$ cat src/rtl/mem_stage_pkg.sv
// Shared definitions for the MEM stage: access width codes, FSM states, request helpers.
// Latency: none (types and pure functions only).
// Backpressure: n/a.
package mem_stage_pkg;

  // funct3 access width codes
  localparam logic [2:0] MA_BYTE  = 3'b000;
  localparam logic [2:0] MA_HALF  = 3'b001;
  localparam logic [2:0] MA_WORD  = 3'b010;
  localparam logic [2:0] MA_BYTEU = 3'b100;
  localparam logic [2:0] MA_HALFU = 3'b101;

  typedef enum logic [1:0] {
    MEM_IDLE   = 2'd0,
    MEM_ACCESS = 2'd1,
    MEM_DONE   = 2'd2
  } mem_state_t;

  // Any memory access requested by the instruction in EX/MEM
  function automatic logic mem_req_f(input logic we, input logic re);
    return we | re;
  endfunction

  // Store wins when both request bits are set
  function automatic logic mem_write_f(input logic we);
    return we;
  endfunction

  // Bytes moved per access; code 11 is handled as a word
  function automatic logic [2:0] ma_nbytes(input logic [2:0] width);
    case (width[1:0])
      MA_BYTE[1:0]: return 3'd1;
      MA_HALF[1:0]: return 3'd2;
      MA_WORD[1:0]: return 3'd4;
      default:      return 3'd4;
    endcase
  endfunction

  // Zero-extension selected by the top funct3 bit (only matters for byte/half)
  function automatic logic ma_unsigned(input logic [2:0] width);
    return (width == MA_BYTEU) || (width == MA_HALFU);
  endfunction

endpackage

$ cat src/rtl/mem_stage_load_extend.sv
// Sign/zero extension of the assembled load buffer to 32 bits.
// Latency: combinational.
// Backpressure: none.
module load_extend (
  input  logic [31:0] buffer,
  input  logic [2:0]  n_bytes,
  input  logic        is_unsigned,
  output logic [31:0] ext_data
);

  // Replicate the top valid bit (or zero) above the low n_bytes bytes
  always_comb begin
    ext_data = buffer;
    case (n_bytes)
      3'd1:    ext_data = {{24{~is_unsigned & buffer[7]}}, buffer[7:0]};
      3'd2:    ext_data = {{16{~is_unsigned & buffer[15]}}, buffer[15:0]};
      default: ext_data = buffer;
    endcase
  end

endmodule

$ cat src/rtl/mem_stage.sv
// MEM stage: ALU results pass straight to MEM/WB; loads/stores run byte-serial, little-endian.
// Latency: 0 cycles for non-memory ops; 1+N+1 cycles for an N-byte access with ack every cycle.
// Backpressure: stall_req holds upstream during access; mem_ack paces bytes; rdy=0 freezes all state.
module mem_stage
  import mem_stage_pkg::*;
#(
  parameter int ADDR_W = 32
) (
  input  logic              clk,
  input  logic              rst,
  input  logic              rdy,
  input  logic              we_in,
  input  logic [4:0]        waddr_in,
  input  logic [31:0]       wdata_in,
  input  logic              ma_we_in,
  input  logic              ma_re_in,
  input  logic [2:0]        ma_width_in,
  input  logic [31:0]       ma_addr_in,
  input  logic [31:0]       ma_wdata_in,
  input  logic              mem_ack,
  input  logic [7:0]        mem_rdata,
  output logic              mem_req,
  output logic              mem_rw,
  output logic [ADDR_W-1:0] mem_addr,
  output logic [7:0]        mem_wdata,
  output logic              wb_we,
  output logic [4:0]        wb_waddr,
  output logic [31:0]       wb_wdata,
  output logic              stall_req
);

  mem_state_t  state, state_nxt;
  logic [1:0]  cnt, cnt_nxt;
  logic [31:0] buffer, buffer_nxt;

  logic        mem_op;
  logic        is_store;
  logic [2:0]  n_bytes;
  logic        last_byte;
  logic [31:0] byte_addr;
  logic [31:0] load_word;

  assign mem_op    = mem_req_f(ma_we_in, ma_re_in);
  assign is_store  = mem_write_f(ma_we_in);
  assign n_bytes   = ma_nbytes(ma_width_in);
  assign last_byte = ({1'b0, cnt} == (n_bytes - 3'd1));
  // 32-bit wrap of base+offset; the port sees only the low ADDR_W bits
  assign byte_addr = ma_addr_in + {30'd0, cnt};

  load_extend u_load_extend (
    .buffer      (buffer),
    .n_bytes     (n_bytes),
    .is_unsigned (ma_unsigned(ma_width_in)),
    .ext_data    (load_word)
  );

  // State, byte counter and load buffer registers
  always_ff @(posedge clk or negedge rst) begin
    if (!rst) begin
      state  <= MEM_IDLE;
      cnt    <= 2'd0;
      buffer <= 32'd0;
    end else begin
      state  <= state_nxt;
      cnt    <= cnt_nxt;
      buffer <= buffer_nxt;
    end
  end

  // Next-state: advance only when rdy, one byte per accepted ack
  always_comb begin
    state_nxt  = state;
    cnt_nxt    = cnt;
    buffer_nxt = buffer;
    if (rdy) begin
      case (state)
        MEM_IDLE: begin
          if (mem_op) begin
            state_nxt = MEM_ACCESS;
            cnt_nxt   = 2'd0;
          end
        end
        MEM_ACCESS: begin
          if (mem_ack) begin
            if (!is_store) buffer_nxt[{cnt, 3'b000} +: 8] = mem_rdata;
            if (last_byte) state_nxt = MEM_DONE;
            else           cnt_nxt   = cnt + 2'd1;
          end
        end
        MEM_DONE: state_nxt = MEM_IDLE;
        default:  state_nxt = MEM_IDLE;
      endcase
    end
  end

  // Outputs: forced low in reset so an aborted access drops mem_req at once
  always_comb begin
    mem_req   = 1'b0;
    mem_rw    = 1'b0;
    mem_addr  = '0;
    mem_wdata = 8'd0;
    wb_we     = 1'b0;
    wb_waddr  = 5'd0;
    wb_wdata  = 32'd0;
    stall_req = 1'b0;
    if (rst) begin
      wb_waddr = waddr_in;
      wb_wdata = wdata_in;
      case (state)
        MEM_IDLE: begin
          stall_req = mem_op;
          wb_we     = we_in & ~mem_op;
        end
        MEM_ACCESS: begin
          stall_req = 1'b1;
          mem_req   = rdy;
          mem_rw    = is_store;
          mem_addr  = byte_addr[ADDR_W-1:0];
          mem_wdata = ma_wdata_in[{cnt, 3'b000} +: 8];
        end
        MEM_DONE: begin
          wb_we    = we_in;
          wb_wdata = is_store ? wdata_in : load_word;
        end
        default: ;
      endcase
    end
  end

endmodule
$ cat config.mk
export PLATFORM = sky130hd
export DESIGN_NAME = mem_stage
export DESIGN_NICKNAME = d
export VERILOG_FILES = /design/src/rtl/mem_stage_pkg.sv /design/src/rtl/mem_stage_load_extend.sv /design/src/rtl/mem_stage.sv
export SDC_FILE = /design/constraint.sdc
export NUM_CORES = 1
export LEC_CHECK = 0
export BUFFER_PORTS_ARGS = -buffer_cell sky130_fd_sc_hd__buf_2
export CAP_MARGIN = 20
export CORE_MARGIN = 1.5
export CORE_UTILIZATION = 49
export DETAILED_ROUTE_END_ITERATION = 8
export PLACE_DENSITY = 0.88
export SETUP_SLACK_MARGIN = 0.02
export SLEW_MARGIN = 40
export SYNTH_ARGS = -nofsm -noshare
export SYNTH_HDL_FRONTEND = slang
export SYNTH_SLANG_ARGS = --single-unit
$ cat constraint.sdc
create_clock -name clk -period 6.1 [get_ports clk]
set_input_delay 1.83 -clock clk [delete_from_list [all_inputs] [get_ports clk]]
set_output_delay 1.83 -clock clk [all_outputs]
set_load 0.02 [all_outputs]
* Word-level counts from Yosys, hierarchy flattened
Cells that the tools add are included.
Cells by class: reductions and logical operators 7, bitwise logic cells 7, shift-type cells 3, equality and inequality tests 12, $add $sub $neg 4, mux-type cells 27
Operator list (number):
- $mux W32 | 5
- $pmux W32 S2 | 1
- $add A32 B2 Y32 | 1
- $bwmux W32 | 1
- $shift A8 B7 Y32 const A | 1
- $shiftx A32 B6 Y8 | 1
- $shiftx A8 B7 Y32 | 1
- $mux W8 | 2
- $mux W2 | 6
- $ne A2 B2 Y1 const B | 4
- $pmux W2 S2 | 2
- $reduce_and A4 Y1 | 2
- $neg A5 Y7 | 1
- $eq A3 B3 Y1 const B | 2
- $mux W1 | 6
- $pmux W3 S2 | 1
- $mux W5 | 1
- $reduce_and A5 Y1 | 1
- $eq A2 B1 Y1 const B | 2
- $logic_not A2 Y1 | 2
- $pmux W1 S2 | 2
- $and A1 B1 Y1 | 3
- $eq A2 B3 Y1 | 1
- $eq A3 B1 Y1 const B | 1
- 8 further kinds | 10
Word-level totals: word-level logic and storage cells 63, bits of input ports 119, output and inout bits 81, register bits after elaboration 36

* Logic depth before layout (Yosys ltp)
word-level depth 8, depth in mapped cells 9, mapped depth without buffers 7

* Hierarchy
Synthesis repeated with hierarchy kept, for this count alone.
Second synthesis, totals: cells, all modules 516, area, all modules 3782.4 µm²
By module, submodules not included:
- mem_stage | area an instance 3403.3 µm², times used 1, cells an instance 464, sequential area each 900.9 µm²
- load_extend | area an instance 379.1 µm², times used 1, cells an instance 52, sequential area each 0.0 µm²

* Worst setup path after synthesis
OpenSTA, ideal clock, no wires.
kind input -> output, start point in ma_addr_in[0], end point out mem_addr[22], required time 4.270 ns, path buffers 0, arrival 3.279 ns, slack 0.991 ns, cell stages on the path 7, cells stage by stage ha_1 fa_1 and4_1 and4_1 nand4_1 xor2_1 nor2_1
Between the ends: word-level cells in the longest chain between the ends 3
Ends and longest elaborated chain:
- from (decl) | RTL line mem_stage.sv:18 | input logic [31:0] ma_addr_in,
- $add A32 B2 Y32 | RTL line mem_stage.sv:48 | assign byte_addr = ma_addr_in + {30'd0, cnt};
- $mux W32 | RTL line mem_stage.sv:109 | case (state)
- $mux W32 | RTL line mem_stage.sv:106 | if (rst) begin
- to (decl) | RTL line mem_stage.sv:24 | output logic [ADDR_W-1:0] mem_addr,
No other way between the ends.

* Final worst setup path
start point in ma_addr_in[0], end point out mem_addr[18]
The elaborated chain is that of the path after synthesis.

==> reports/qor.yml <==
status:
  status: "finished clean"
placement:
  port_buffers: 199
  globalplace.congestion: 0.873
  dp_slack_ns: 0.735
  hpwl_um: 8500
setup_path:
  required_ns: 4.27
  cp_max_fo: 4
  max_stage_delay_ns: 0.44
  timing.rr.start: "cnt[1]"
  cp-end-kind: "primary output"
  crit_arrival_ns: 3.54
  cp-start-kind: "input pin"
  crit_start: "ma_addr_in[0]"
  slowest_stage: "fa_1"
  worstSetupPathType: "in -> out"
  crit_chain: "buf_2 -> ha_1 -> fa_1 -> and4_1 -> and4_1 -> nand3_1 -> xor2_1 -> nor2_1 -> buf_2"
routing:
  viasPerCell: 5.39
  drtPass1Iterations: 6
  drt-wirelength-per-cell_um: 14.3
  vias: 4099
  drt_iter0_markers: 193
  drtAntennaViolNets: 0
  wirelength_um: 10900
  drc: 0
sta:
  finalSetupTns_ns: 0
  finClkSkew_ns: 0.00526
  slew_viol_final: 0
  max_freq_mhz: 186
  timing.final.crit_share_pct: 88.0
  hold_ws_ns: 0.481
  setup_violations: 0
  rsz0062_at_grt: "false"
  period_needed_ns: 5.37
  slew_headroom_pct: 57.7
  finalWorstSetupSlack_ns: 0.730
  worst_pin_slew_ns: 0.635
  hold_violations: 0
layout:
  area_delta_synth_final_pct: 31.6
  layout-drive-gt1-share_pct: 35.8
  final_nets: 791
  n_antenna_cell: 0
  fillers: 606
grt:
  gr-total-overflow: 0
  grt_pass1_vias: 3783
  antenna_found_initial: 0
  grt_max_degree: 87
  grt_pass1_wl_um: 16900
  grt_usage_pct: 27.6
synthesis:
  synth_edf_count: 0
  synth_seq_cells: 36
  synth_top_cell_by_area: "dfrtp_1"
  synth_area_leaders: "dfrtp_1 (26%), nand2_1 (13%), o21ai_0 (5.4%), mux4_2 (5.1%), xnor2_1 (5.0%)"
  syn_area_um2: 3510
  synth_most_common_cell: "nand2_1"
  ys_types: 40
  dominantRegCellSynth: "dfrtp_1"
  ys_async_sr_fraction_pct: 100
  synth_top_area_share_pct: 25.6
  yosys-top-cells-count: "nand2_1 (124), nor2_1 (39), o21ai_0 (38)"
  ys_seq_area_share_pct: 25.6
  yosys_warnings: 0
  syn_inst: 484
  syn-num-nets: 612
  syn_avg_cell_area_um2: 7.26
pwr:
  p_sw_share_pct: 44.4
  pwr-share-seq_pct: 34.1
  peakVddDrop_uv: 115
  clock_power_share_pct: 15.2
  power_density_nw_per_um2: 242
  switchingPower_mw: 0.497
  p_leak_nw: 2.28
  power_frac_comb_pct: 50.7
  p_int_mw: 0.622
run:
  maxCapViolCount: 0
clock_tree:
  cts_sinks: 36
  tritoncts: "built"
  clkLatencyLatePin_ns: 0.29
  cts_inserted_buffers: 5
  cts_buffer_depth: 2
  clkTransAtPathRegs_ns: 0.07
  cts_resized: 0
  cts-htree-levels: 2
  hold_buffers: 0
  clock_tree.root_cell: "clkbuf_8"
  post_cts_buffers: 0
floorplan:
  core-area_um2: 6870
  ios: 200
  start_util_pct: 51.1
  die_w_um: 87.7
  num_rows: 30
  die_h_um: 87.7
  die-area_um2: 7690
worst_hold_path:
  hp-class: "reg -> reg"
  min_from: "buffer[16]"
==> layout by cell type, fill, tap and decap left out, types with 2 or more instances in the layout <==
cell,count
o21ai_1,5
nor2b_1,3
nor3b_1,3
and2_1,7
mux2i_1,2
nor3_2,9
clkinv_2,2
xnor2_1,20
buf_4,2
mux4_2,8
nor2_2,2
dfrtp_1,35
a21boi_1,16
and3_1,15
nand3_1,27
nor3_1,7
inv_1,6
and4_1,7
nand2b_1,19
or2_1,2
ha_1,8
nor2_1,39
a21boi_0,8
a21o_1,2
nor3b_2,3
or3_1,2
o21ai_0,38
nand4_1,7
xor2_1,10
a21oi_1,11
clkbuf_8,5
nand2_1,123
buf_2,199
==> through the flow <==
stage,instances,utilization [%],cell area [um2],power (mW)
after floorplan,484,-,3510,0.766
after global placement,752,65.8,4520,0.927
after detailed placement,752,66.0,4530,0.950
after CTS,760,67.2,4620,1.12
after global routing,760,67.3,4620,1.20
final,760,67.3,4620,1.12
==> per-layer routing <==
metal | GRT usage [%] | vias up | wire, um
met4 | 10.7 | 0 | 305
met2 | 49.4 | 202 | 5450
li1 | - | 2000 | -
met3 | 4.43 | 34 | 784
met1 | 33.2 | 1863 | 4370
met5 | 0 | - | 0
==> cell families (layout without fill, tap and decap cells) <==
logic type      Yosys count  after routing  share of synthesized area (%)
mux                      10             10                           5.70
simple gates            280            280                           39.5
xor+xnor                 30             30                           7.48
compound gates           83             83                           13.9
fa+ha+maj                 9              9                           3.42
buf+inv                  36            216                           4.34
flops                    36             36                           25.6
==> layout make-up <==
class | instances | area (um2) | area share [%]
clock inverters | 3 | 18.8 | 0.406
flip-flops and latches | 36 | 902 | 19.5
repair buffers | 202 | 1020 | 22.1
clock buffers | 5 | 68.8 | 1.49
multi-input cells | 412 | 2470 | 53.4
inverters | 6 | 22.5 | 0.487
well taps | 96 | 120 | 2.60
==> power by group through the flow <==
stage | clock, mW | sequential, mW | combinational, mW
final | 0.171 | 0.381 | 0.567
after global placement | 0 | 0.379 | 0.547
after CTS | 0.170 | 0.381 | 0.569
after floorplan | 0 | 0.336 | 0.431
after global routing | 0.178 | 0.394 | 0.630
after detailed placement | 0 | 0.385 | 0.564
==> path summary, 6_finish.rpt <==
path	to	slack [ns]	depth (start not counted)
min in group asynchronous	buffer[9]	1.66	2
worst min register to register	buffer[16]	0.48	2
worst max register to register	buffer[17]	3.88	5
worst max-delay path	mem_addr[18]	0.73	9
max in group asynchronous	cnt[0]	4.02	2
worst min-delay path	buffer[16]	0.48	2
==> registers in the layout (all words and copies together) (netlist names) <==
| signal | cells |
|---|---|
| buffer | 32 |
| cnt | 2 |
| state | 2 |
==> critical path: cells and delay by family <==
family,cells,cell delay (ns)
xor+xnor,1,0.17
fa+ha+maj,2,0.66
buf+inv,2,0.28
simple gates,4,0.59
No activity file was read; power rests on OpenSTA's default activity.
